## src/rtl/keypad_scan.sv

```systemverilog
// 4x4 matrix keypad scanner: column drive, row sync, press/release debounce, key code output.
// Optional auto-repeat while a key is held: define KEY_REPEAT_EN.
module keypad_scan #(
  parameter int SCAN_DIV       = 100000,
  parameter int DEBOUNCE_TICKS = 20,
  parameter int REPEAT_DELAY   = 500,
  parameter int REPEAT_RATE    = 100
) (
  input  logic       sys_clk,
  input  logic       sys_rst,
  input  logic [3:0] key_row,
  output logic [3:0] key_col,
  output logic [3:0] key_code,
  output logic       key_valid,
  output logic       key_held
);

  localparam int DW = $clog2(SCAN_DIV);
  localparam int CW = $clog2(DEBOUNCE_TICKS + 1);

  if (SCAN_DIV < 2) begin : g_bad_div
    $error("SCAN_DIV must be at least 2");
  end
  if (DEBOUNCE_TICKS < 1) begin : g_bad_deb
    $error("DEBOUNCE_TICKS must be at least 1");
  end
  if (REPEAT_DELAY < 1 || REPEAT_RATE < 1) begin : g_bad_rpt
    $error("REPEAT_DELAY and REPEAT_RATE must be at least 1");
  end

  typedef enum logic [1:0] {SCAN, DEBOUNCE, PRESSED, RELEASE} state_t;

  state_t          state, state_nx;
  logic [DW-1:0]   div;
  logic            tick;
  logic [3:0]      row_meta, row_sync;
  logic [3:0]      cap, cap_nx;
  logic [CW-1:0]   cnt, cnt_nx;
  logic [3:0]      col_nx, code_nx;
  logic            valid_nx, held_nx;

  function automatic logic [1:0] low_idx(input logic [3:0] v);
    low_idx = 2'd0;
    for (int i = 3; i >= 0; i--)
      if (!v[i]) low_idx = 2'(i);
  endfunction

  // rows come from an external pulled-up matrix, so resync before use
  always_ff @(posedge sys_clk) begin
    if (sys_rst) begin
      row_meta <= 4'hF;
      row_sync <= 4'hF;
    end else begin
      row_meta <= key_row;
      row_sync <= row_meta;
    end
  end

  assign tick = (div == DW'(SCAN_DIV - 1));

  always_ff @(posedge sys_clk) begin
    if (sys_rst || tick) div <= '0;
    else                 div <= div + 1'b1;
  end

`ifdef KEY_REPEAT_EN
  localparam int RPT_MAX = (REPEAT_DELAY > REPEAT_RATE) ? REPEAT_DELAY : REPEAT_RATE;
  localparam int RW      = $clog2(RPT_MAX + 1);

  logic [RW-1:0] rpt, rpt_nx;
  logic          rpt_arm, arm_nx;
  logic          rpt_fire;

  // first period is REPEAT_DELAY, every later one REPEAT_RATE
  assign rpt_fire = (!rpt_arm && rpt == RW'(REPEAT_DELAY - 1)) ||
                    ( rpt_arm && rpt == RW'(REPEAT_RATE - 1));

  always_ff @(posedge sys_clk) begin
    if (sys_rst) begin
      rpt     <= '0;
      rpt_arm <= 1'b0;
    end else begin
      rpt     <= rpt_nx;
      rpt_arm <= arm_nx;
    end
  end
`endif

  always_ff @(posedge sys_clk) begin
    if (sys_rst) begin
      state     <= SCAN;
      key_col   <= 4'b1110;
      key_code  <= 4'd0;
      key_valid <= 1'b0;
      key_held  <= 1'b0;
      cnt       <= '0;
      cap       <= 4'hF;
    end else begin
      state     <= state_nx;
      key_col   <= col_nx;
      key_code  <= code_nx;
      key_valid <= valid_nx;
      key_held  <= held_nx;
      cnt       <= cnt_nx;
      cap       <= cap_nx;
    end
  end

  always_comb begin
    state_nx = state;
    col_nx   = key_col;
    code_nx  = key_code;
    valid_nx = 1'b0;
    held_nx  = key_held;
    cnt_nx   = cnt;
    cap_nx   = cap;
`ifdef KEY_REPEAT_EN
    rpt_nx   = rpt;
    arm_nx   = rpt_arm;
`endif
    if (tick) begin
      case (state)
        SCAN: begin
          if ($onehot(~row_sync)) begin
            cap_nx   = row_sync;
            cnt_nx   = '0;
            state_nx = DEBOUNCE;
          end else begin
            col_nx = {key_col[2:0], key_col[3]};
          end
        end
        DEBOUNCE: begin
          if (row_sync == cap) begin
            if (cnt == CW'(DEBOUNCE_TICKS - 1)) begin
              state_nx = PRESSED;
              code_nx  = {low_idx(cap), low_idx(key_col)};
              valid_nx = 1'b1;
              held_nx  = 1'b1;
              cnt_nx   = '0;
`ifdef KEY_REPEAT_EN
              rpt_nx   = '0;
              arm_nx   = 1'b0;
`endif
            end else begin
              cnt_nx = cnt + 1'b1;
            end
          end else begin
            // column stays put; the next SCAN tick moves on
            state_nx = SCAN;
          end
        end
        PRESSED: begin
          if (row_sync == 4'hF) begin
            cnt_nx   = '0;
            state_nx = RELEASE;
          end else begin
`ifdef KEY_REPEAT_EN
            if (rpt_fire) begin
              valid_nx = 1'b1;
              rpt_nx   = '0;
              arm_nx   = 1'b1;
            end else begin
              rpt_nx = rpt + 1'b1;
            end
`endif
          end
        end
        RELEASE: begin
          if (row_sync == 4'hF) begin
            if (cnt == CW'(DEBOUNCE_TICKS - 1)) begin
              held_nx  = 1'b0;
              col_nx   = {key_col[2:0], key_col[3]};
              cnt_nx   = '0;
              state_nx = SCAN;
            end else begin
              cnt_nx = cnt + 1'b1;
            end
          end else begin
            // bounce during release: back to held, repeat count resumes
            state_nx = PRESSED;
          end
        end
        default: state_nx = SCAN;
      endcase
    end
  end

endmodule
```

## config.mk

```make
export PLATFORM = sky130hd
export DESIGN_NAME = keypad_scan
export DESIGN_NICKNAME = d
export VERILOG_FILES = /design/src/rtl/keypad_scan.sv
export SDC_FILE = /design/constraint.sdc
export NUM_CORES = 1
export LEC_CHECK = 0
export ABC_AREA = 1
export BUFFER_PORTS_ARGS = -buffer_cell sky130_fd_sc_hd__buf_4
export CAP_MARGIN = 20
export CORE_MARGIN = 4
export CORE_UTILIZATION = 30
export DETAILED_ROUTE_END_ITERATION = 8
export GPL_TIMING_DRIVEN = 0
export HOLD_SLACK_MARGIN = 0.06
export SLEW_MARGIN = 25
export SYNTH_ARGS = -nofsm -noshare
export SYNTH_HDL_FRONTEND = slang
export SYNTH_SLANG_ARGS = --single-unit
```

## constraint.sdc

```tcl
create_clock -name sys_clk -period 4.1 [get_ports sys_clk]
set_input_delay 1.23 -clock sys_clk [delete_from_list [all_inputs] [get_ports sys_clk]]
set_output_delay 1.23 -clock sys_clk [all_outputs]
set_load 0.005 [all_outputs]
```

== After elaboration in Yosys (flattened, before gate mapping) ==
Cells that the tools add are included.

* Bits in registers: 46
* Bits of input ports: 6

* Add/subtract/negate cells: 5
* Equality and inequality tests: 17
* Mux-type cells: 31
* Bitwise gates (word level): 4
* Reduce and logical (&&, ||, !) cells: 11

{| class="wikitable"
|+ Operator list
! kind !! count
|-
| $mux 2 || 14
|-
| $mux 5 || 5
|-
| $pmux 5 s4 || 1
|-
| $add 17x1->17 const B || 1
|-
| $eq 17x17->1 const B || 1
|-
| $reduce_and 5->1 || 3
|-
| $ne 2x2->1 const B || 7
|-
| $mux 4 || 3
|-
| $pmux 2 s4 || 1
|-
| $pmux 4 s2 || 1
|-
| $ne 3x3->1 const B || 2
|-
| $reduce_and 6->1 || 1
|-
| $add 5x1->5 const B || 1
|-
| $eq 5x5->1 const B || 1
|-
| $mux 1 || 5
|-
| $add 1x1->2 || 2
|-
| $eq 2x2->1 const B || 2
|-
| $eq 4x4->1 || 1
|-
| $eq 4x4->1 const B || 1
|-
| $not 4->4 || 1
|-
| $reduce_and 4->1 || 1
|-
| $reduce_bool 2->1 || 2
|-
| $reduce_or 4->1 || 1
|-
| $add 2x2->3 || 1
|-
| 7 further kinds || 9
|}

== Logic depth before layout (Yosys ltp) ==
* Depth after elaboration: 6
* Gate-level depth with buffers: 14

== Least setup slack after synthesis ==
OpenSTA, ideal clock, no wires.

* Path type: reg2reg
* Start: reg row_sync[0]
* End: reg state[0]
* Arrival time: 2.045 ns
* Path slack: 1.941 ns
* Cell stages (with the launch flop): 14
* Path buffers: 0
* Period minus slack after synthesis: 2.159 ns
* Cell sequence: dfxtp_1 -> fa_1 -> inv_1 -> ha_1 -> ha_1 -> nand3b_1 -> nand2_1 -> nand2_2 -> inv_1 -> nand2_1 -> nor2_4 -> nand3_1 -> nand2_1 -> nor2_1

* Longest elaborated chain between the ends: 6

{| class="wikitable"
|+ RTL lines
! element !! RTL line !! text
|-
| start: declaration || 36 || <nowiki>logic [3:0] row_meta, row_sync;</nowiki>
|-
| start signal: assignment || 55 || <nowiki>row_sync <= row_meta;</nowiki>
|-
| $not 4->4 || 124 || <nowiki>if ($onehot(~row_sync)) begin</nowiki>
|-
| $add 1x1->2 (not written as such) || 124 ||
|-
| $add 2x2->3 (not written as such) || 124 ||
|-
| $eq 3x1->1 || 124 ||
|-
| $ne 2x2->1 (no line) || n/a ||
|-
| $reduce_and 5->1 (no line) || n/a ||
|-
| end signal: assignment || 99 || <nowiki>state <= state_nx;</nowiki>
|-
| end: declaration || 33 || <nowiki>state_t state, state_nx;</nowiki>
|}

Several ways; a longest one is shown, not always the timed one.
A chain may end at the register's enable or synchronous reset.

== Worst setup path in the final report ==
* Start: reg row_sync[0]
* End: reg cap[0]

* Longest elaborated chain between the ends: 5

{| class="wikitable"
|+ RTL lines
! element !! RTL line !! text
|-
| $not 4->4 || 124 ||
|-
| $add 1x1->2 (not written as such) || 124 ||
|-
| $add 2x2->3 (not written as such) || 124 ||
|-
| $eq 3x1->1 || 124 ||
|-
| $reduce_and 3->1 (no line) || n/a ||
|-
| end signal: assignment || 105 || <nowiki>cap <= cap_nx;</nowiki>
|-
| end: declaration || 37 || <nowiki>logic [3:0] cap, cap_nx;</nowiki>
|}

Several ways; a longest one is shown, not always the timed one.

==> results_dict.tcl <==
set metrics [dict create \
    syn-num-nets 338 \
    synth.area.top_cells "dfxtp_1 (38%), nand2_1 (11%), nor2_1 (6.5%), inv_1 (5.3%), nand3_1 (4.5%)" \
    reg2reg_to "cap[0]$_SDFFE_PP1P_" \
    cts_inserted_buffers 5 \
    period_share_pct 57.87 \
    grt_pass1_wl_um 8155 \
    final_max_slew_viol_count 0 \
    drtIter0Drc 111 \
    synth_seq_cells 46 \
    die_h_um 97.93 \
    cts_resized 0 \
    synth_ff_type "dfxtp_1" \
    synth_top_cell_by_area "dfxtp_1" \
    nets 360 \
    routed_via_density 4.359 \
    path_cells "fa_1 > inv_1 > ha_1 > ha_1 > nand3b_1 > nor3_1 > nand3_1 > nand2_1 > o211ai_1" \
    synth_area_um2 2426 \
    setup.worst_path.end_class "register" \
    final-setup-viol-count 0 \
    core_um2 7807 \
    post-route-util_pct 35.37 \
    synth_top_area_share_pct 37.96 \
    ant_nets 0 \
    antenna_found_initial 0 \
    synthArstFlopShare_pct 0 \
    crit_arrival_ns 2.54 \
    die_w_um 97.93 \
    synth_most_common_cell "nand2_1" \
    fin_ws_ns 1.727 \
    crit_fanout 8 \
    reg2reg_slack_ns 1.73 \
    clkLatencyLatePin_ns 0.30 \
    setup_tns_ns 0 \
    finClkSkew_ns 0.01183 \
    ys_warn_count 0 \
    fmax_mhz 421.4 \
    holdPathStages 1 \
    r2r_start "row_sync[0]$_SDFF_PP1_" \
    crit_cells 9 \
    rsz0062_at_grt "false" \
    crit_buf_inv 1 \
    wirelength_um 4540 \
    cts_tree "built" \
    path_clk_slew_ns 0.09 \
    die-area_um2 9589 \
    syn_to_final_growth_pct 13.82 \
    io_buffers 15 \
    p_per_area_nw_per_um2 287.1 \
    ioPinCount 16 \
    synth-edff-count 0 \
    cts_hold_buf 0 \
    cts_max_level 2 \
    critPathMaxStageDelay_ns 0.54 \
    initial_core_util_pct 31.07 \
    hpwlAfterDp_um 3431 \
    root_buffer "clkbuf_8" \
    grt_pass1_vias 1843 \
    cts_setup_buffers 0 \
    hold_start "row_meta[3]$_SDFF_PP1_" \
    ys_top_cells_by_count "nand2_1 (71), dfxtp_1 (46), nor2_1 (42), inv_1 (34), nand3_1 (22)" \
    timing.critical_path.mode_cell "ha_1" \
    seq_area_frac_synth_pct 37.96 \
    track_usage_pct 9.991 \
    drc_errors 0 \
    synth_area_per_cell_um2 7.442 \
    crit_path_start "row_sync[0]$_SDFF_PP1_" \
    clk_path_buf_depth 2 \
    wl_per_cell_um 10.07 \
    ir_drop_uv 145.4 \
    grt_max_degree 15 \
    worst-slew-pin-transition_ns 0.4598 \
    slew_headroom_pct 69.35 \
    syn_inst 326 \
    overflow 0 \
    period_minus_slack_ns 2.373 \
    hold_path.class "reg -> reg" \
    min_to "row_sync[3]$_SDFF_PP1_" \
    firstDrtPassIters 4 \
    startpoint_type "register" \
    outcome "complete, no violations" \
    p_leak_nw 1.231 \
    post-place-ws_ns 1.743 \
    slowest_stage "fa_1" \
    clock_sinks 46 \
    drive_gt1_share_pct 21.78 \
    diodes 0 \
    place_congestion 0.8160 \
    critPathKind "reg -> reg" \
    num_vias 1966 \
    critPathTopFamily "adder cells" \
    required_ns 4.27 \
    r2r_cells 9 \
    drv_cap 0 \
    ys_types 37 \
    hold_violations 0 \
    num_rows 32 \
]
==> registers in the layout, indices dropped and copies added (netlist names) <==
signal and cells:
row_sync 4, cnt 5, key_col 4, key_code 4
cap 4, state 2, key_held 1, key_valid 1
div 17, row_meta 4
==> how the worst max path moves through the flow <==
stage                                 end
CTS                   cap[0]$_SDFFE_PP1P_
global route        state[0]$_SDFFE_PP0P_
global placement      cap[0]$_SDFFE_PP1P_
floorplan           state[0]$_SDFFE_PP0P_
finish                cap[0]$_SDFFE_PP1P_
detailed placement    cap[3]$_SDFFE_PP1P_
==> cells by family after synthesis <==
kind of cell	after synthesis	synth area share [%]
AO/OA/AOI/OAI	30	7.891
XOR/XNOR	8	2.888
adder cells (fa/ha/maj)	6	3.404
buffers and inverters	49	8.097
flip-flops	46	37.96
AND/OR/NAND/NOR	187	39.76
==> worst register-to-register path, cell delays in order, from the launching register on <==
cell and delay [ns]:
dfxtp_1 0.36, fa_1 0.54, inv_1 0.04, ha_1 0.17, ha_1 0.26, nand3b_1 0.20, nor3_1 0.15, nand3_1 0.29
nand2_1 0.14, o211ai_1 0.09
==> where the power goes <==
group / switching, W / internal [W] / total [W]
logic: 0.0000281 / 0.0000175 / 0.0000456
registers: 0.00000443 / 0.000452 / 0.000457
clock network: 0.000155 / 0.000136 / 0.000290
total: 0.000187 / 0.000606 / 0.000793
==> per-layer routing <==
layer	global-route usage (%)	share of wire, %	vias up
met5	0	0	-
met4	3.621	1.7	0
met3	1.929	2.6	6
met2	15.34	43	22
met1	13.92	53	866
li1	-	-	1072
==> layout make-up <==
type	count	area [um2]
fillers	841	5046
multi-input cells	231	1309
flip-flops and latches	46	920.9
inverters	45	170.2
well taps	102	127.6
repair buffers	15	112.6
clock buffers	6	82.58
plain buffers	4	26.28
clock inverters	2	12.51
==> cell usage in the layout, fill, tap and decap left out, types with 3 or more instances in the layout <==
cell,synthesis,layout
nand2_1,71,71
dfxtp_1,46,46
nor2_1,42,42
inv_1,34,34
nand3_1,22,22
buf_4,1,16
a21oi_1,10,10
nor2_2,10,10
or2_2,9,9
inv_2,8,8
nor2_4,7,7
xor2_1,7,7
o211ai_1,6,6
clkbuf_8,0,6
nand2_2,5,5
o21ai_1,5,5
ha_1,5,5
o21ai_0,4,4
nand3_4,3,3
nand3_2,3,3
nor3_1,3,3
nand3b_1,3,3
nor3b_1,3,3
==> through the flow <==
step                      std cells  instance area [um2]  hold slack [ns]  total power (W)
after global placement          443                 2666           0.3910        0.0005128
after detailed placement        443                 2666           0.3923        0.0005136
after global routing            451                 2761           0.4382        0.0008279
final                           451                 2761           0.4144        0.0007927
after floorplan                 326                 2426           0.3895        0.0005008
after CTS                       451                 2761           0.4149        0.0008041
No activity file was read; power rests on OpenSTA's default activity.
